File: config.mk
export PLATFORM = sky130hd
export DESIGN_NAME = input_debouncer
export DESIGN_NICKNAME = d
export VERILOG_FILES = /design/src/rtl/input_debouncer.sv
export SDC_FILE = /design/constraint.sdc
export NUM_CORES = 1
export LEC_CHECK = 0
export ABC_CLOCK_PERIOD_IN_PS = 1900
export BUFFER_PORTS_ARGS = -buffer_cell sky130_fd_sc_hd__buf_2
export CAP_MARGIN = 20
export CORE_UTILIZATION = 59
export DETAILED_ROUTE_END_ITERATION = 7
export GPL_TIMING_DRIVEN = 0
export PLACE_DENSITY = 0.79
export SYNTH_ARGS = -nofsm -noshare
export SYNTH_HDL_FRONTEND = slang
export SYNTH_SLANG_ARGS = --single-unit
File: constraint.sdc
create_clock -name clk -period 1.9 [get_ports clk]
set_input_delay 0.19 -clock clk [delete_from_list [all_inputs] [get_ports clk]]
set_output_delay 0.19 -clock clk [all_outputs]
set_load 0.01 [all_outputs]
File: src/rtl/input_debouncer.sv
// Per-channel input conditioner: 2-flop synchroniser, stability counter, registered clean level, rise/fall strobes.
// Optional build macro DEBOUNCE_INVERT_INPUTS_EN inverts raw_in ahead of the synchroniser (active-low buttons).
module input_debouncer #(
  parameter int NUM_INPUTS      = 2,
  parameter int DEBOUNCE_CYCLES = 50000
) (
  input  logic                  clk,
  input  logic                  rst_n,
  input  logic [NUM_INPUTS-1:0] raw_in,
  output logic [NUM_INPUTS-1:0] clean_out,
  output logic [NUM_INPUTS-1:0] rise_pulse,
  output logic [NUM_INPUTS-1:0] fall_pulse,
  output logic [NUM_INPUTS-1:0] busy
);

  localparam int CNT_W = (DEBOUNCE_CYCLES < 1) ? 1 : $clog2(DEBOUNCE_CYCLES + 1);
  localparam logic [CNT_W-1:0] CNT_LAST = CNT_W'(DEBOUNCE_CYCLES - 1);
  localparam logic [CNT_W-1:0] CNT_ONE  = CNT_W'(1);

  logic [NUM_INPUTS-1:0] raw_cond;
  logic [NUM_INPUTS-1:0] sync1_q, sync1_d;
  logic [NUM_INPUTS-1:0] sync2_q, sync2_d;
  logic [NUM_INPUTS-1:0] clean_q, clean_d;
  logic [NUM_INPUTS-1:0] rise_q, rise_d;
  logic [NUM_INPUTS-1:0] fall_q, fall_d;
  logic [NUM_INPUTS-1:0] busy_q, busy_d;
  logic [CNT_W-1:0]      cnt_q [NUM_INPUTS];
  logic [CNT_W-1:0]      cnt_d [NUM_INPUTS];

`ifdef DEBOUNCE_INVERT_INPUTS_EN
  assign raw_cond = ~raw_in;
`else
  assign raw_cond = raw_in;
`endif

  // A channel is counting whenever sync2 disagrees with the committed level;
  // agreement at any edge aborts the run, reaching CNT_LAST commits it.
  always_comb begin
    sync1_d = raw_cond;
    sync2_d = sync1_q;
    clean_d = clean_q;
    rise_d  = '0;
    fall_d  = '0;
    for (int i = 0; i < NUM_INPUTS; i++) begin
      cnt_d[i] = '0;
      if (sync2_q[i] != clean_q[i]) begin
        if (cnt_q[i] == CNT_LAST) begin
          clean_d[i] = sync2_q[i];
          rise_d[i]  = sync2_q[i];
          fall_d[i]  = ~sync2_q[i];
        end else begin
          cnt_d[i] = cnt_q[i] + CNT_ONE;
        end
      end
    end
    // Registered view of "counter running" for the cycle that follows this edge.
    busy_d = sync2_d ^ clean_d;
  end

  always_ff @(posedge clk or negedge rst_n) begin
    if (!rst_n) begin
      sync1_q <= '0;
      sync2_q <= '0;
      clean_q <= '0;
      rise_q  <= '0;
      fall_q  <= '0;
      busy_q  <= '0;
      for (int i = 0; i < NUM_INPUTS; i++) cnt_q[i] <= '0;
    end else begin
      sync1_q <= sync1_d;
      sync2_q <= sync2_d;
      clean_q <= clean_d;
      rise_q  <= rise_d;
      fall_q  <= fall_d;
      busy_q  <= busy_d;
      for (int i = 0; i < NUM_INPUTS; i++) cnt_q[i] <= cnt_d[i];
    end
  end

  assign clean_out  = clean_q;
  assign rise_pulse = rise_q;
  assign fall_pulse = fall_q;
  assign busy       = busy_q;

endmodule

Word-level counts from Yosys, hierarchy flattened:

Cells that the tools add are included.

* add/subtract/negate cells: 2
* eq/ne operators: 4
* mux-type cells: 16
* bitwise gates (word level): 3

Operator list (count)
* two-way mux 16 bit: 4
* adder 16 x 1 -> 16 bit, second input constant: 2
* equality test 16 bit, second input constant: 2
* two-way mux 1 bit: 12
* != test 1 bit: 2
* NOT 1 bit: 2
* bitwise XOR 2 bit: 1

* flip-flop bits (word level): 44
* bits of input ports: 4
* output and inout bits: 8
* word-level logic and storage cells: 33

Longest topological paths before layout:

Gate-level depths: netlist of run 1.

* word-level depth: 4
* mapped depth: 6
* mapped depth without buffers: 5

Worst setup path before layout of run 1:

No wires, ideal clock.

* path type: reg2reg
* start: register cnt_q[16] (netlist bit)
* end: register busy_q[0] (netlist: busy[0])
* setup time: 0.122 ns
* arrival: 1.424 ns
* required time: 1.778 ns
* path slack: 0.354 ns
* cell stages (with the launch flop): 6
* buffers on the path: 0
* clock period less this slack: 1.546 ns
* cells stage by stage: dfrtp_1 > ha_1 > and3_1 > nand4_2 > mux2_2 > xor2_1

* cells in the longest elaborated chain, start to end: 4

RTL lines
* start, declared: RTL line 27 `logic [CNT_W-1:0] cnt_q [NUM_INPUTS];`
* equality test 16 bit: RTL line 47 `if (cnt_q[i] == CNT_LAST) begin`
* two-way mux 1 bit: RTL line 47
* two-way mux 1 bit: RTL line 46 `if (sync2_q[i] != clean_q[i]) begin`
* net clean_d[0]: RTL line 23 `logic [NUM_INPUTS-1:0] clean_q, clean_d;`
* bitwise XOR 2 bit: RTL line 57 `busy_d = sync2_d ^ clean_d;`
* net busy_d[0]: RTL line 26 `logic [NUM_INPUTS-1:0] busy_q, busy_d;`
* end signal, assigned: RTL line 75 `busy_q <= busy_d;`
* end, declared: RTL line 26

The timed path passes the listed nets, and every way through them passes these cells.

==> flow_metrics.tcl, run 1 <==
set metrics [dict create \
    critPathMaxFanout 10 \
    place.gp.congestion 0.8931 \
    post-route-util_pct 70.75 \
    core_um2 3153 \
    routed_wl_um 3402 \
    hold_path_class "flop to flop" \
    ys_ff_latch 44 \
    final_common_cell "dfrtp_1" \
    synth_warnings 0 \
    first_pass_iters 4 \
    ioPinCount 12 \
    viasPerCell 5.544 \
    clk_pin_slew_ps 120 \
    grt.total_usage_pct 22.59 \
    ant_nets 0 \
    worst-path-buf-inv 1 \
    layout_common_cells "dfrtp_1 (44), nor2_1 (33), xnor2_1 (23)" \
    placed_area_um2 2138 \
    place_hpwl_um 2409 \
    overflow 0 \
    final_nets 213 \
    tns_ps 0 \
    synthToLayoutAreaGrowth_pct 9.994 \
    synthDistinctLibCells 29 \
    drive_above_1_share_pct 15.38 \
    first_global_vias 1398 \
    cts_tree "built" \
    clock_latency_ps 340 \
    worst_hold_slack_ps 408.9 \
    start_util_pct 64.33 \
    die_w_um 60.63 \
    p_leak_nw 0.9511 \
    maxSlewHeadroom_pct 38.45 \
    cts_setup_buffers 0 \
    maxCapViolations 0 \
    syn_area_per_cell_um2 10.90 \
    cpPeakStageDelay_ps 480 \
    io_buffers 11 \
    post_drt_wl_per_cell_um 13.50 \
    finalSetupViolCount 0 \
    cts_sinks 44 \
    rsz0062_at_grt "no" \
    die_y_um 60.63 \
    clockBufferDepth 2 \
    cts_hold_buffers 3 \
    n_antenna_cell 0 \
    drt_iter0_drc 187 \
    required_ps 2140 \
    grt_max_degree 45 \
    syn_inst 186 \
    synth_seq_area_share_pct 54.29 \
    synth_area_um2 2028 \
    arrival_ps 1950 \
    clk_root_buffer_cell "clkbuf_4" \
    final_area_um2 2231 \
    ctsResizeCount 0 \
    grt_pass1_wl_um 5954 \
    cts_buffers 5 \
    ir_drop_uv 424.7 \
    antenna_found_initial 0 \
    slew_violations 0 \
    cp-start-kind "flop" \
    worstMarginPinSlew_ps 923.3 \
    finalCritPeriodShare_pct 89.93 \
    worstPathCellList "nor4b_2 -> nand4_2 -> nand2_1 -> buf_2 -> nor2_1" \
    fmax_mhz 585.3 \
    vias 1397 \
    htreeDepth 2 \
    hold_viol_final 0 \
    die_area_um2 3676 \
    crit_family "simple AND/OR/NAND/NOR gates" \
    min_period_ps 1709 \
    status "completed" \
    power_density_nw_per_um2 668.4 \
    drc_errors 0 \
    criticalPathCategory "flop to flop" \
    num_rows 20 \
    end_kind "flop" \
    fin_skew_ps 4.213 \
    crit_slowest_cell "dfrtp_1" \
    synth.net_count 192 \
]
==> kinds of logic after synthesis <==
kind of cell               Yosys count  synth area share (%)
xor gates and xnor gates            30                 12.95
DFF                                 44                 54.29
adders and majority gates            2                 1.234
AOI/OAI and AO/OA                    2                0.6784
and+or+nand+nor                     96                 27.27
muxes                                3                 1.789
buffers and inverters                9                 1.789
==> state kept, by name, summed over array words and instances, names as in the netlist <==
register    flops
busy            2
sync1_q         2
sync2_q         2
rise_pulse      2
clean_out       2
cnt_q          32
fall_pulse      2
==> cells in the mapped netlist, drive strengths merged <==
| cell | instances | share of area [%] |
|---|---|---|
| dfrtp | 44 | 54 |
| nor2 | 33 | 6.1 |
| xnor2 | 23 | 9.9 |
| nand4 | 11 | 4.0 |
| nand2 | 10 | 1.9 |
| nand3 | 9 | 2.7 |
| nor4 | 9 | 2.8 |
| inv | 7 | 1.3 |
| xor2 | 7 | 3.0 |
| nor3 | 6 | 1.7 |
| and3 | 4 | 1.2 |
| and4bb | 4 | 2.5 |
| nor3b | 4 | 1.5 |
| buf | 2 | 0.49 |
| ha | 2 | 1.2 |
| mux2 | 2 | 1.3 |
| nor4b | 2 | 1.5 |
| a21oi | 1 | 0.25 |
| a31o | 1 | 0.43 |
| and2 | 1 | 0.31 |
| and4 | 1 | 0.43 |
| mux2i | 1 | 0.49 |
| nand2b | 1 | 0.31 |
| or4 | 1 | 0.37 |
==> routing by layer <==
layer | wire (um) | global-route usage (%) | up-vias
met2 | 1750 | 38.15 | 31
met3 | 132 | 6.397 | 5
met4 | 47 | 9.091 | 0
met1 | 1472 | 27.44 | 677
met5 | 0 | 0 | -
li1 | - | - | 684
==> stage by stage <==
step	setup WS [ps]	power, mW	std cells
2_1_floorplan	354.4	1.013	186
3_3_place_gp	249.7	1.043	241
3_5_place_dp	194.0	1.046	241
4_1_cts	178.2	1.516	252
5_1_grt	37.93	1.569	252
6_report	191.4	1.491	252
==> area by class of cell <==
class / count / area, um^2
multi-input cells: 133 / 890.9
repair buffers: 14 / 85.08
inverters: 7 / 26.28
plain buffers: 2 / 10.01
flip-flops and latches: 44 / 1101
well taps: 44 / 55.05
clock buffers: 7 / 55.05
clock inverters: 1 / 7.507
fillers: 249 / 922.1
==> path summary, 6_finish.rpt <==
kind                            start    endpoint  slack (ps)  cells past startpoint
min                        sync1_q[1]  sync2_q[1]         410                      0
max in group asynchronous       rst_n   cnt_q[28]         820                      2
min in group asynchronous       rst_n   cnt_q[11]         510                      2
max reg2reg                 cnt_q[10]    cnt_q[9]         190                      5
max                         cnt_q[10]    cnt_q[9]         190                      5
min reg2reg                sync1_q[1]  sync2_q[1]         410                      0
==> power breakdown <==
| part | leakage (nW) | internal [mW] | switching, mW |
|---|---|---|---|
| Sequential | 0.596 | 0.953 | 0.0161 |
| Combinational | 0.324 | 0.0219 | 0.0402 |
| Clock | 0.0315 | 0.181 | 0.279 |
==> worst reg2reg max path: cells and delay by family, from the launching register on <==
kind	cells	cell delay [ps]
buf+inv	1	250
flops	1	480
simple gates	4	890
Power figures use the tool's default switching activity.
==> run 2: changes to the inputs <==
--- a/config.mk
+++ b/config.mk
@@ -11,7 +11,7 @@
 export CORE_UTILIZATION = 59
 export DETAILED_ROUTE_END_ITERATION = 7
 export GPL_TIMING_DRIVEN = 0
-export PLACE_DENSITY = 0.79
+export PLACE_DENSITY = 0.75
 export SYNTH_ARGS = -nofsm -noshare
 export SYNTH_HDL_FRONTEND = slang
 export SYNTH_SLANG_ARGS = --single-unit
==> flow_metrics.tcl, run 2 (same netlist as run 1, synthesis figures left out) <==
set metrics [dict create \
    status "completed" \
    clock_latency_ps 360 \
    worst-path-buf-inv 1 \
    maxSlewHeadroom_pct 38.49 \
    tns_ps 0 \
    required_ps 2150 \
    power_density_nw_per_um2 676.5 \
    final_nets 213 \
    reg2regPathDepth 6 \
    arrival_ps 1980 \
    core_um2 3153 \
    end_kind "flop" \
    drt_iter0_drc 75 \
    layout_common_cells "dfrtp_1 (44), nor2_1 (33), xnor2_1 (23)" \
    worstMarginPinSlew_ps 922.7 \
    fmax_mhz 579.2 \
    fin_skew_ps 10.47 \
    final_cells 252 \
    p_leak_nw 0.9500 \
    post_drt_wl_per_cell_um 13.52 \
    ant_nets 0 \
    slew_violations 0 \
    hold_path_class "flop to flop" \
    min_to "sync2_q[1]" \
    cpPeakStageDelay_ps 430 \
    rsz0062_at_grt "no" \
    critPathMaxFanout 10 \
    first_pass_iters 4 \
    io_buffers 11 \
    place.gp.congestion 0.8517 \
    holdPathStages 0 \
    grt_max_degree 45 \
    place_hpwl_um 2302 \
    post-route-util_pct 70.87 \
    die_area_um2 3676 \
    clk_root_buffer_cell "clkbuf_4" \
    routed_wl_um 3406 \
    drc_errors 0 \
    fillerInstances 247 \
    synthToLayoutAreaGrowth_pct 10.18 \
    hold_viol_final 0 \
    final_common_cell "dfrtp_1" \
    ir_drop_uv 605.6 \
    antenna_found_initial 0 \
    overflow 0 \
    crit_slowest_cell "dfrtp_1" \
    cts_tree "built" \
    maxCapViolations 0 \
    worstPathCellList "ha_1 -> and3_1 -> nand4_2 -> nand2_1 -> buf_2 -> nor2_1" \
    fin_ws_ps 173.4 \
    finalCritPeriodShare_pct 90.87 \
    start_util_pct 64.33 \
    hold_path.startpoint "sync1_q[1]" \
    criticalPathCategory "flop to flop" \
    regToRegSetupSlack_ps 170 \
    finalSetupViolCount 0 \
    dpl_worst_slack_ps 198.3 \
    vias 1372 \
    cts_buffers 5 \
    min_period_ps 1727 \
    drive_above_1_share_pct 15.87 \
    rr_startpoint "cnt_q[16]" \
    multi_input_area_um2 890.9 \
    register_area_um2 1101 \
    viasPerCell 5.444 \
    clk_pin_slew_ps 130 \
    largest-register "cnt_q" \
    first_global_vias 1333 \
    crit_family "simple AND/OR/NAND/NOR gates" \
    n_antenna_cell 0 \
    cp-start-kind "flop" \
    largest_reg_flops 32 \
    dp_cells 241 \
    htreeDepth 2 \
    cts_sinks 44 \
    num_rows 20 \
    die_y_um 60.63 \
    clockBufferDepth 2 \
    grt_pass1_wl_um 5940 \
    ioPinCount 12 \
    die_w_um 60.63 \
    grt.total_usage_pct 22.64 \
    rr_endpoint "cnt_q[29]" \
]
[run 2: changes by cell type in the layout (fill, tap and decap cells not counted), sizes merged]
cell	delta
clkbuf	-1
clkinvlp	+1
[run 2: cell type report]
cell class	instances	share of cell area [%]
well taps	44	2.464
multi-input cells	133	39.87
clock inverters	2	0.6719
plain buffers	2	0.4479
flip-flops and latches	44	49.27
repair buffers	14	3.807
inverters	7	1.176
clock buffers	6	2.296
[run 2: how the worst max path moves through the flow]
stage	slack [ps]	startpoint	cells past startpoint	to
2_1_floorplan	350	cnt_q[16]	5	busy[0]
3_3_place_gp	250	cnt_q[10]	5	cnt_q[14]
3_5_place_dp	200	cnt_q[16]	6	cnt_q[23]
4_1_cts	160	cnt_q[16]	6	cnt_q[24]
5_1_grt	30	cnt_q[16]	6	cnt_q[27]
6_report	170	cnt_q[16]	6	cnt_q[29]
[run 2: layer usage]
| metal | part of all wire (%) | vias to the layer above | wire length (um) | track usage [%] |
|---|---|---|---|---|
| li1 | - | 688 | - | - |
| met1 | 52 | 657 | 1768 | 32.91 |
| met2 | 43 | 23 | 1464 | 31.08 |
| met3 | 3.8 | 4 | 131 | 8.529 |
| met4 | 1.2 | 0 | 42 | 8.117 |
| met5 | 0 | - | 0 | 0 |
[run 2: what timing repair did]
action	4_1_cts	5_1_grt
endpoints found under the hold margin	46	0
resized for setup	0	0
buffers inserted	0	0
hold buffers	3	0
[run 2: stage by stage]
step           hold slack [ps]  power [mW]  area, um^2
2_1_floorplan           -105.6       1.013        2028
3_3_place_gp             299.8       1.044        2138
3_5_place_dp             301.1       1.048        2138
4_1_cts                  410.4       1.538        2235
5_1_grt                  415.5       1.587        2235
6_report                 407.3       1.512        2235
[run 2: power by group]
part | switching, mW | internal [mW]
Combinational | 0.0406 | 0.0218
Clock | 0.299 | 0.180
Sequential | 0.0175 | 0.953
Total | 0.357 | 1.15
==> run 3: changes to the inputs <==
==> constraint.sdc (replaced) <==
create_clock -name clk -period 1.9 [get_ports clk]
set_input_delay 0.285 -clock clk [delete_from_list [all_inputs] [get_ports clk]]
set_output_delay 0.285 -clock clk [all_outputs]
set_load 0.01 [all_outputs]
==> flow_metrics.tcl, run 3 (same netlist as run 1, synthesis figures left out) <==
set metrics [dict create \
    post-route-util_pct 70.56 \
    rr_endpoint "cnt_q[29]" \
    finalCritPeriodShare_pct 90.86 \
    num_rows 20 \
    final_common_cell "dfrtp_1" \
    arrival_ps 1980 \
    fin_skew_ps 10.39 \
    fin_ws_ps 173.6 \
    n_antenna_cell 0 \
    hold_viol_final 0 \
    drive_above_1_share_pct 15.94 \
    grt.total_usage_pct 22.64 \
    ir_drop_uv 605.6 \
    required_ps 2150 \
    cts_sinks 44 \
    final_area_um2 2225 \
    die_y_um 60.63 \
    overflow 0 \
    share_seq_of_total_power_pct 64.2 \
    min_period_ps 1726 \
    first_pass_iters 4 \
    dpl_worst_slack_ps 198.3 \
    reg2regPathDepth 6 \
    final_nets 212 \
    core_um2 3153 \
    layout_common_cells "dfrtp_1 (44), nor2_1 (33), xnor2_1 (23)" \
    clockBufferDepth 2 \
    p_int_mw 1.153 \
    grt_max_degree 45 \
    drc_errors 0 \
    dp_cells 241 \
    rr_startpoint "cnt_q[16]" \
    drt_iter0_drc 65 \
    post_drt_wl_per_cell_um 13.59 \
    end_kind "flop" \
    die_w_um 60.63 \
    regToRegSetupSlack_ps 170 \
    cts_tree "built" \
    status "completed" \
    antenna_found_initial 0 \
    worstMarginPinSlew_ps 930.2 \
    p_leak_nw 0.9458 \
    grt_pass1_wl_um 5940 \
    finalSetupViolCount 0 \
    power_density_nw_per_um2 679.1 \
    io_buffers 11 \
    criticalPathCategory "flop to flop" \
    maxSlewHeadroom_pct 37.98 \
    first_global_vias 1333 \
    slew_violations 0 \
    clock_latency_ps 360 \
    hold_path_class "input pin to asynchronous set/reset pin" \
    placed_area_um2 2138 \
    cts_buffers 5 \
    start_util_pct 64.33 \
    tns_ps 0 \
    ant_nets 0 \
    rsz0062_at_grt "no" \
    htreeDepth 2 \
    vias 1378 \
    p_sw_mw 0.3575 \
    maxCapViolations 0 \
    netSwitchingFraction_pct 23.67 \
    final_cells 251 \
    pwr-share-comb_pct 4.0 \
    critPathMaxFanout 10 \
    largest_reg_flops 32 \
    routed_wl_um 3411 \
    largest-register "cnt_q" \
    place_hpwl_um 2302 \
    clk_pin_slew_ps 130 \
    synthToLayoutAreaGrowth_pct 9.685 \
    cp-start-kind "flop" \
    ioPinCount 12 \
    clk_root_buffer_cell "clkbuf_4" \
    die_area_um2 3676 \
    fmax_mhz 579.2 \
    viasPerCell 5.490 \
    clkPwrFrac_pct 31.7 \
    ctsResizeCount 0 \
    place.gp.congestion 0.8517 \
]
-- run 3: cell types whose count changed in the layout (fill, tap and decap cells not counted) --
cell	before	now
dlygate4sd3_1	3	2
-- run 3: cell type report --
class,instances,area [um^2]
Clock buffer,6,51.30
Clock inverter,2,15.01
Sequential cell,44,1101
Tap cell,44,55.05
Timing Repair Buffer,13,75.07
Fill cell,248,928.4
Buffer,2,10.01
Multi-Input combinational cell,133,890.9
Inverter,7,26.28
-- run 3: worst max path at each step --
stage / from / end / slack (ps) / depth (start not counted)
floorplan: cnt_q[16] / busy[0] / 350 / 5
finish: cnt_q[16] / cnt_q[29] / 170 / 6
CTS: cnt_q[16] / cnt_q[24] / 160 / 6
detailed placement: cnt_q[16] / cnt_q[23] / 200 / 6
global route: cnt_q[16] / cnt_q[27] / 30 / 6
global placement: cnt_q[10] / cnt_q[14] / 250 / 5
-- run 3: timing repair --
action / 4_1_cts / 5_1_grt
setup endpoints to repair: 0 / 0
endpoints found under the hold margin: 2 / 0
hold buffers: 2 / 0
buffers inserted: 0 / 0
-- run 3: critical path: stages (launching register included) --
cell and delay (ps):
dfrtp_1 430, ha_1 230, and3_1 230, nand4_2 160, nand2_1 230, buf_2 250
nor2_1 80
-- run 3: stage by stage --
stage / hold WS (ps) / power, mW
finish: 54.48 / 1.511
CTS: 70.61 / 1.537
global placement: 379.6 / 1.044
floorplan: -10.59 / 1.013
global route: 111.3 / 1.585
detailed placement: 380.1 / 1.048
-- run 3: power by group through the flow --
stage	clock network (mW)	logic [mW]	registers [mW]
4_1_cts	0.503	0.0632	0.970
2_1_floorplan	0	0.0276	0.986
3_5_place_dp	0	0.0597	0.988
6_report	0.479	0.0610	0.970
3_3_place_gp	0	0.0577	0.986
5_1_grt	0.540	0.0717	0.973
-- run 3: layer usage --
layer	part of all wire, %	GRT usage, %	up-vias
met4	1.2	8.117	0
met1	51	32.91	658
li1	-	-	687
met3	4.8	8.529	4
met5	0	0	-
met2	43	31.08	29
